**src/rtl/usb_tx_sequencer.sv**
```systemverilog
// rtl/usb_tx_sequencer.sv - USB TX byte sequencer: SYNC, PID, payload, CRC16, then EOP request
// Payload bytes are popped from a first-word fall-through FIFO and CRC16-USB is computed on the fly.

module usb_crc16_byte (
   input  logic [15:0] crc,
   input  logic [7:0]  data,
   output logic [15:0] crc_next
);
   // Reflected 0x8005 (0xA001), LSB first, all eight bits in one cycle.
   always_comb begin
      crc_next = crc ^ {8'h00, data};
      for (int i = 0; i < 8; i++) begin
         crc_next = crc_next[0] ? ((crc_next >> 1) ^ 16'hA001) : (crc_next >> 1);
      end
   end
endmodule

module usb_tx_sequencer #(
   parameter int MAX_PAYLOAD = 64
) (
   input  logic       clk,
   input  logic       n_rst,
   input  logic [1:0] tx_packet,
   input  logic [6:0] tx_packet_data_size,
   input  logic [7:0] tx_packet_data,
   output logic       get_tx_packet_data,
   output logic [7:0] byte_out,
   output logic       byte_valid,
   input  logic       byte_ready,
   output logic       eop_req,
   input  logic       eop_done,
   output logic       tx_busy,
   output logic       tx_done
);
   typedef enum logic [2:0] {
      S_IDLE, S_SYNC, S_PID, S_DATA, S_CRC_LO, S_CRC_HI, S_EOP, S_DONE
   } state_t;

   localparam logic [1:0] PKT_DATA0 = 2'd1;
   localparam logic [6:0] MAX_SIZE  = 7'(MAX_PAYLOAD);

   state_t      state;
   logic [1:0]  pkt;
   logic [6:0]  size;
   logic [6:0]  count;
   logic [15:0] crc;
   logic [15:0] crc_next;
   logic [7:0]  byte_reg;
   logic        xfer;

   function automatic logic [7:0] pid_byte(input logic [1:0] p);
      case (p)
         2'd1:    pid_byte = 8'hC3;
         2'd2:    pid_byte = 8'hD2;
         2'd3:    pid_byte = 8'h5A;
         default: pid_byte = 8'h00;
      endcase
   endfunction

   usb_crc16_byte u_crc (
      .crc      (crc),
      .data     (tx_packet_data),
      .crc_next (crc_next)
   );

   assign xfer               = byte_valid & byte_ready;
   assign get_tx_packet_data = (state == S_DATA) & byte_ready;
   // The FIFO head is passed straight through; it only moves on a pop, so it holds during stalls.
   assign byte_out           = (state == S_DATA) ? tx_packet_data : byte_reg;

   always_ff @(posedge clk or negedge n_rst) begin
      if (!n_rst) begin
         state      <= S_IDLE;
         pkt        <= 2'd0;
         size       <= 7'd0;
         count      <= 7'd0;
         crc        <= 16'hFFFF;
         byte_reg   <= 8'h00;
         byte_valid <= 1'b0;
         eop_req    <= 1'b0;
         tx_busy    <= 1'b0;
         tx_done    <= 1'b0;
      end else begin
         tx_done <= 1'b0;
         case (state)
            S_IDLE: begin
               if (tx_packet != 2'd0) begin
                  pkt        <= tx_packet;
                  size       <= (tx_packet_data_size > MAX_SIZE) ? MAX_SIZE : tx_packet_data_size;
                  count      <= 7'd0;
                  crc        <= 16'hFFFF;
                  byte_reg   <= 8'h80;
                  byte_valid <= 1'b1;
                  tx_busy    <= 1'b1;
                  state      <= S_SYNC;
               end
            end
            S_SYNC: begin
               if (xfer) begin
                  byte_reg <= pid_byte(pkt);
                  state    <= S_PID;
               end
            end
            S_PID: begin
               if (xfer) begin
                  if (pkt != PKT_DATA0) begin
                     byte_reg   <= 8'h00;
                     byte_valid <= 1'b0;
                     eop_req    <= 1'b1;
                     state      <= S_EOP;
                  end else if (size == 7'd0) begin
                     byte_reg <= ~crc[7:0];
                     state    <= S_CRC_LO;
                  end else begin
                     byte_reg <= 8'h00;
                     state    <= S_DATA;
                  end
               end
            end
            S_DATA: begin
               if (xfer) begin
                  count <= count + 7'd1;
                  crc   <= crc_next;
                  if (count + 7'd1 == size) begin
                     byte_reg <= ~crc_next[7:0];
                     state    <= S_CRC_LO;
                  end
               end
            end
            S_CRC_LO: begin
               if (xfer) begin
                  byte_reg <= ~crc[15:8];
                  state    <= S_CRC_HI;
               end
            end
            S_CRC_HI: begin
               if (xfer) begin
                  byte_reg   <= 8'h00;
                  byte_valid <= 1'b0;
                  eop_req    <= 1'b1;
                  state      <= S_EOP;
               end
            end
            S_EOP: begin
               if (eop_done) begin
                  eop_req <= 1'b0;
                  tx_done <= 1'b1;
                  state   <= S_DONE;
               end
            end
            S_DONE: begin
               tx_busy <= 1'b0;
               state   <= S_IDLE;
            end
            default: begin
               byte_reg   <= 8'h00;
               byte_valid <= 1'b0;
               eop_req    <= 1'b0;
               tx_busy    <= 1'b0;
               state      <= S_IDLE;
            end
         endcase
      end
   end
endmodule

```
**config.mk**
```make
export PLATFORM = sky130hd
export DESIGN_NAME = usb_tx_sequencer
export DESIGN_NICKNAME = d
export VERILOG_FILES = /design/src/rtl/usb_tx_sequencer.sv
export SDC_FILE = /design/constraint.sdc
export NUM_CORES = 1
export LEC_CHECK = 0
export BUFFER_PORTS_ARGS = -buffer_cell sky130_fd_sc_hd__buf_2
export CAP_MARGIN = 40
export CORE_ASPECT_RATIO = 1.75
export CORE_MARGIN = 5
export CORE_UTILIZATION = 55
export DETAILED_ROUTE_END_ITERATION = 12
export HOLD_SLACK_MARGIN = 0.06
export PLACE_DENSITY = 0.76
export SLEW_MARGIN = 10
export SYNTH_ARGS = -nofsm -noshare
export SYNTH_HDL_FRONTEND = slang
export SYNTH_SLANG_ARGS = --single-unit
```
**constraint.sdc**
```tcl
create_clock -name clk -period 5.99 [get_ports clk]
set_clock_uncertainty 0.1 [all_clocks]
set_input_delay 0.2995 -clock clk [delete_from_list [all_inputs] [get_ports clk]]
set_output_delay 0.2995 -clock clk [all_outputs]
set_load 0.1 [all_outputs]
```
Word-level counts from Yosys, hierarchy flattened. Cells that the tools add are included.

Eq/ne operators: 21. Add/sub/neg operators: 1. Bitwise gates (word level): 14. Muxes and demuxes: 51. Order comparisons: 1. Reductions and logical operators: 15.

Operator list (count): $mux 16 (10); $mux 8 (10); $pmux 8 s6 (1); $pmux 16 s2 (1); $mux 3 (10); $not 2->3 (8); $not 8->8 (3); $pmux 3 s8 (1); $pmux 8 s3 (1); $mux 7 (3); $ne 2x2->1 const B (8); $reduce_and 8->1 (2); $xor 16x8->16 (1); $pmux 7 s2 (1); $eq 3x3->1 const B (4); $mux 1 (10); $reduce_and 5->1 (2); $add 7x1->7 const B (1); $eq 7x7->1 (1); $gt 7x7->1 const B (1); $logic_not 7->1 (1); $eq 3x2->1 const B (2); $pmux 1 s3 (2); $reduce_bool 2->1 (3); other kinds (11) (16).

Output and inout port bits: 13. Bits of input ports: 21. Bits in registers: 47. Logic and storage cells: 113.

Longest topological paths before layout. Gate-level depths: netlist of run 1.

Depth in word-level cells: 21. Mapped depth: 9. Mapped depth without buffers: 7.

Modules after synthesis. From an unflattened synthesis of run 1, not the netlist that was laid out.

Cell total of the unflattened synthesis: 321. Area total of the unflattened synthesis: 2890.3 µm².

By module, submodules not included: usb_tx_sequencer (sequential area each 1196.1 µm², instances 1, cells an instance 295, area each 2638.8 µm²); usb_crc16_byte (sequential area each 0.0 µm², instances 1, cells an instance 26, area each 251.5 µm²).

Worst setup path after synthesis of run 1. OpenSTA, ideal clock, no wires.

Kind: register to output. From: register state[2]. To: output port byte_out[0]. Setup slack: 2509 ps. Buffers on the path: 2. Stages on the path, launching flop included: 5. Data arrival time: 3081 ps. Required time: 5591 ps. Path through: dfrtp_1 clkbuf_1 and3b_1 clkbuf_1 o21ai_0.

Word-level cells in the longest chain between the ends: 2.

Ends and longest elaborated chain: start, declared (line 42) `state_t state;`; start signal, assigned (line 73) `state <= S_IDLE;`; start signal, assigned (line 95) `state <= S_SYNC;`; start signal, assigned (line 101) `state <= S_PID;`; $eq 3x2->1 (line 69) `assign byte_out = (state == S_DATA) ? tx_packet_data : byte_reg;`; $mux 8 (line 69); end, declared (line 27) `output logic [7:0] byte_out,`.

Every way passes these cells.

Final worst setup path of run 1.
From: register state[1]. To: register count[6].

Word-level cells in the longest chain between the ends: 3. Elaborated cells on any way between the ends: 7. Classes of those cells: eq/ne: 3; mux: 1; reduce/logical: 3.

Ends and longest elaborated chain: $eq 3x2->1 or $logic_not 3->1 (tied branches) (line 85) `case (state)`; $ne 2x2->1 (no line) or $reduce_bool 2->1 (tied branches); $reduce_and 3->1 (no line); end signal, assigned (line 122) `count <= count + 7'd1;`; end, declared (line 45) `logic [6:0] count;`.

Parallel ways exist; a longest one is shown, timed or not. A chain may end at the register's enable or synchronous reset.

==> results of run 1 <==
power by group:
part	internal, uW	switching, uW
clock network	135	109
logic	308	628
registers	442	140
cell families (layout without fill, tap and decap cells):
kind of cell             after synthesis  after routing  share of synthesized area
AO/OA/AOI/OAI                         74             74                     0.1661
XOR/XNOR                              31             31                     0.1075
adder cells (fa/ha/maj)                6              6                    0.02687
buffers and inverters                 22             49                    0.03135
flip-flops                            47             47                     0.4281
multiplexers                          10             10                    0.03986
AND/OR/NAND/NOR                      126            126                     0.2002
cells in the final DEF, fill, tap and decap left out, types with 7 or more instances in the layout:
master   instances
nand3_1          7
dfstp_2         16
nor2_1          34
xor2_1           7
nand2_1         59
a21oi_1         20
dfrtp_1         31
buf_2           33
xnor2_1         22
o21ai_0         23
mux2_1           7
how the worst max path moves through the flow:
stage | to | cells after the start | from
detailed placement | count[5] | 6 | state[1]
floorplan | byte_out[0] | 4 | state[2]
CTS | count[4] | 6 | state[1]
global placement | count[2] | 6 | state[1]
finish | count[6] | 6 | state[1]
global route | count[4] | 6 | state[1]
layer usage:
metal,up-vias,share of wire,routed length (um)
li1,1141,-,-
met1,1113,0.38,2481
met2,83,0.52,3410
met3,21,0.047,306
met4,0,0.049,318
met5,-,0,0
stage by stage:
stage	std cells	setup WS (ns)	total power [uW]	utilization
3_5_place_dp	388	2.722	1519	0.6042
4_1_cts	397	2.731	1767	0.6301
5_1_grt	397	2.347	1874	0.6301
6_report	397	2.670	1762	0.6301
3_3_place_gp	387	2.856	1501	0.6002
2_1_floorplan	316	2.509	1326	-
final cells by class:
cell class	instances	area, um^2
Tap cell	54	67.56
Inverter	6	22.52
Clock inverter	2	35.03
Multi-Input combinational cell	247	1510
Sequential cell	47	1196
Timing Repair Buffer	35	195.2
Clock buffer	6	82.58
Fill cell	431	1826
tightest hold or removal path, stage by stage:
cell and delay, ns:
buf_2 0.09, nand2b_1 0.05, o21ai_0 0.06
==> impl_metrics.toml, run 1 <==
[drt]
final_antenna_net_count = 0
drc = 0
routedWlPerCell_um = 16.42
drtIter0Drc = 96
vias = 2358
firstDrtPassIters = 5
routed_wl_mm = 6.517
viasPerCell = 5.940

[grt]
grt_max_degree = 30
grt_util_met2 = 0.3511
track_usage = 0.2072
use_met3 = 0.03027
antenna_found_initial = 0
grt_pass1_wl_mm = 11.10
grt.overflow.total = 0
first_global_vias = 2370
grt-busiest-layer = "met2"
grt_util_met1 = 0.2435

[hold_path]
min-delay-start = "tx_packet_data_size[3]"
worst_hold_path_type = "primary input to flop"
holdPathEnd = "size[3]"
holdPathStages = 3

[floorplan]
coreArea_um2 = 4935
fp.dieH_um = 104.3
ios = 34
start_util = 0.5662
dieWidth_um = 63.88
num_rows = 34
dieArea_um2 = 6661

[sta]
setup_viol_count_final = 0
slew_headroom = 0.3998
slew_viol_final = 0
rsz0062_at_grt = "no"
period_minus_slack_ns = 3.321
hold_slack_ns = 0.1458
period_share = 0.5543
max_freq_mhz = 301.2
fin_setup_tns_ns = 0
worst_pin_slew_ns = 0.8970
timing_hold_violations_final = 0

[logic_synthesis]
synth_enable_flop_cells = 0
ys_seq_elements = 47
synth-async-reset-ratio = 1.000
synth_flop_cell = "dfrtp_1"
synthMostInstantiatedCell = "nand2_1"
netlist_area_um2 = 2794
yosysTopAreaCell = "dfrtp_1"
ys_types = 45
synthTopCellsByArea = "dfrtp_1 28%, dfstp_2 15%, nand2_1 7.9%"
synth_top_area_frac = 0.2777
avgSynthCellArea_um2 = 8.842
seq_area_frac_synth = 0.4281
yosys_warnings = 0
synthTopCellsByCount = "59 x nand2_1, 34 x nor2_1, 31 x dfrtp_1"
synthCells = 316
syn_nets = 343

[worst_setup_path]
rrSetupSlack_ns = 2.67
crit_required_ns = 6.07
reg2regPathDepth = 6
critPathLaunchType = "flop"
crit-reg2reg-launch = "state[1]"
crit_arrival_ns = 3.40
worstPathCellList = "and3b_1 -> nand3_1 -> nand2_1 -> o21ai_0 -> nand2_1 -> o21ai_0"
cp_num_buf_inv = 0
crit_fanout = 29
critical-path-top-delay-family = "simple AND/OR/NAND/NOR gates"
worstSetupEndpointType = "flop"
crit_type = "flop to flop"
crit_slowest_cell = "nand2_1"
slowest_delay_ns = 0.81
reg2reg_to = "count[6]"

[clock_network]
cts_buffers = 5
cts-root-buf = "clkbuf_8"
ctsResizeCount = 0
clk_pin_slew_worst_paths_ns = 0.09
h-tree-depth = 2
cts.sinks = 47
cts_tree = "done"
post_cts_buffers = 0
clock_path_buffers = 2
clk_latency_ns = 0.31
ctsHoldBuffers = 1

[job]
maxCapViolCount = 0

[placed_design]
postPlaceCellArea_um2 = 2982
gp_congestion = 0.9090
port_buffers = 33
dp_hpwl_mm = 4.924

[power]
ir_worst_vdd_v = 0.0005597
p_leak_uw = 0.001395
power_density_nw_per_um2 = 566.8

[finish]
final_area_um2 = 3109
layout.nets = 369
antennaDiodeCount = 0
drive_above_1_share = 0.1924
largest_register_ff_count = 16
area_growth_pct = 11.29

[status]
status = "finished clean"
No activity file was read; power rests on OpenSTA's default activity.
==> run 2: changes to the inputs <==
- CORE_UTILIZATION: 55 -> 52
- PLACE_DENSITY: 0.76 -> 0.75
- clock period: 5.99 -> 3 ns (I/O delays scaled with it)
==> impl_metrics.toml, run 2 (synthesis gave the netlist of run 1 again) <==
[floorplan]
ios = 34
coreArea_um2 = 5255
dieWidth_um = 65.41
start_util = 0.5317
dieArea_um2 = 6997
fp.dieH_um = 107.0
num_rows = 35

[clock_network]
ctsHoldBuffers = 11
cts_buffers = 5
clk_latency_ns = 0.31
cts.sinks = 47
ctsResizeCount = 0
cts-root-buf = "clkbuf_8"
cts_tree = "done"
clock_path_buffers = 2
post_cts_buffers = 0
clk_pin_slew_worst_paths_ns = 0.09
h-tree-depth = 2

[grt]
first_global_vias = 2401
grt_pass1_wl_mm = 11.25
antenna_found_initial = 0
grt.overflow.total = 0
grt_max_degree = 32
track_usage = 0.2082

[finish]
nFillCells = 480
final_cell_mix = "59 x nand2_1, 34 x nor2_1, 33 x buf_2"
layout.nets = 388
largest_register_ff_count = 16
antennaDiodeCount = 0
area_growth_pct = 16.88
layout_commonest_cell = "nand2_1"
drive_above_1_share = 0.2044
regArea_um2 = 1196
multi_input_area_um2 = 1510

[worst_setup_path]
crit_fanout = 8
crit_arrival_ns = 2.63
crit_required_ns = 3.10
worstSetupEndpointType = "flop"
critPathLaunchType = "flop"
rrSetupSlack_ns = 0.47
crit_type = "flop to flop"

[status]
status = "finished clean"

[sta]
fin_setup_tns_ns = 0
period_share = 0.8444
setup_viol_count_final = 0
slew_headroom = 0.6012
timing_hold_violations_final = 0
period_minus_slack_ns = 2.533
finalWorstSetupSlack_ns = 0.4667
worst_pin_slew_ns = 0.5982
max_freq_mhz = 394.7
slew_viol_final = 0
rsz0062_at_grt = "no"

[drt]
drc = 0
firstDrtPassIters = 4
dr_wl_met3_um = 198
vias = 2408
routedWlPerCell_um = 16.27
routed_wl_mm = 6.784
top_layer = "met4"
drtIter0Drc = 96
viasPerCell = 5.775
wl_met2_mm = 3.895
met1_length_mm = 2.605
final_antenna_net_count = 0

[power]
p_leak_uw = 0.001469
power_density_nw_per_um2 = 1080
ir_worst_vdd_v = 0.0005944

[placed_design]
gp_congestion = 0.8851
dpl_worst_slack_ns = 0.4724
port_buffers = 33
dp_hpwl_mm = 5.036

[job]
maxCapViolCount = 0

[hold_path]
worst_hold_path_type = "primary input to flop"
-- run 2: worst paths after layout --
kind                                        start           to  cells past startpoint
worst max-delay path                     count[0]  byte_reg[7]                      7
worst max register to register           count[0]  byte_reg[7]                      7
min in group asynchronous                   n_rst      size[3]                      2
max in group asynchronous                   n_rst      crc[13]                      3
worst min register to register            tx_busy      tx_busy                      2
worst min-delay path            tx_packet_data[1]       crc[8]                      4
-- run 2: layout make-up --
class	count	share of cell area
Clock buffer	7	0.02989
Clock inverter	1	0.002299
Inverter	6	0.006897
Multi-Input combinational cell	247	0.4625
Sequential cell	47	0.3663
Tap cell	55	0.02107
Timing Repair Buffer	54	0.1111
-- run 2: layer usage --
metal  GRT usage  vias to the layer above
li1            -                     1177
met1      0.2212                     1177
met3     0.03040                        7
met5           0                        -
met4     0.05786                        0
met2      0.4090                       47
-- run 2: worst max-delay path: stages, from the launching register on --
cell and delay, ns:
dfrtp_1 0.43, ha_1 0.30, and3_1 0.22, and3_1 0.21
xnor2_1 0.23, a31oi_1 0.11, a311o_1 0.45, mux2_1 0.38
-- run 2: through the flow --
stage	util	instances	hold WS, ns	instance area, um^2	power (uW)
2_1_floorplan	-	316	-0.2456	2794	2648
3_3_place_gp	0.5767	397	0.2906	3030	3039
3_5_place_dp	0.5805	398	0.004382	3050	3075
4_1_cts	0.6214	417	0.1750	3266	3537
5_1_grt	0.6214	417	0.1713	3266	3745
6_report	0.6214	417	0.1712	3266	3526
-- run 2: power by group --
part	internal [uW]	switching [uW]	leakage, uW
clock	215	226	0.0000496
combinational	666	1290	0.000850
sequential	884	242	0.000569
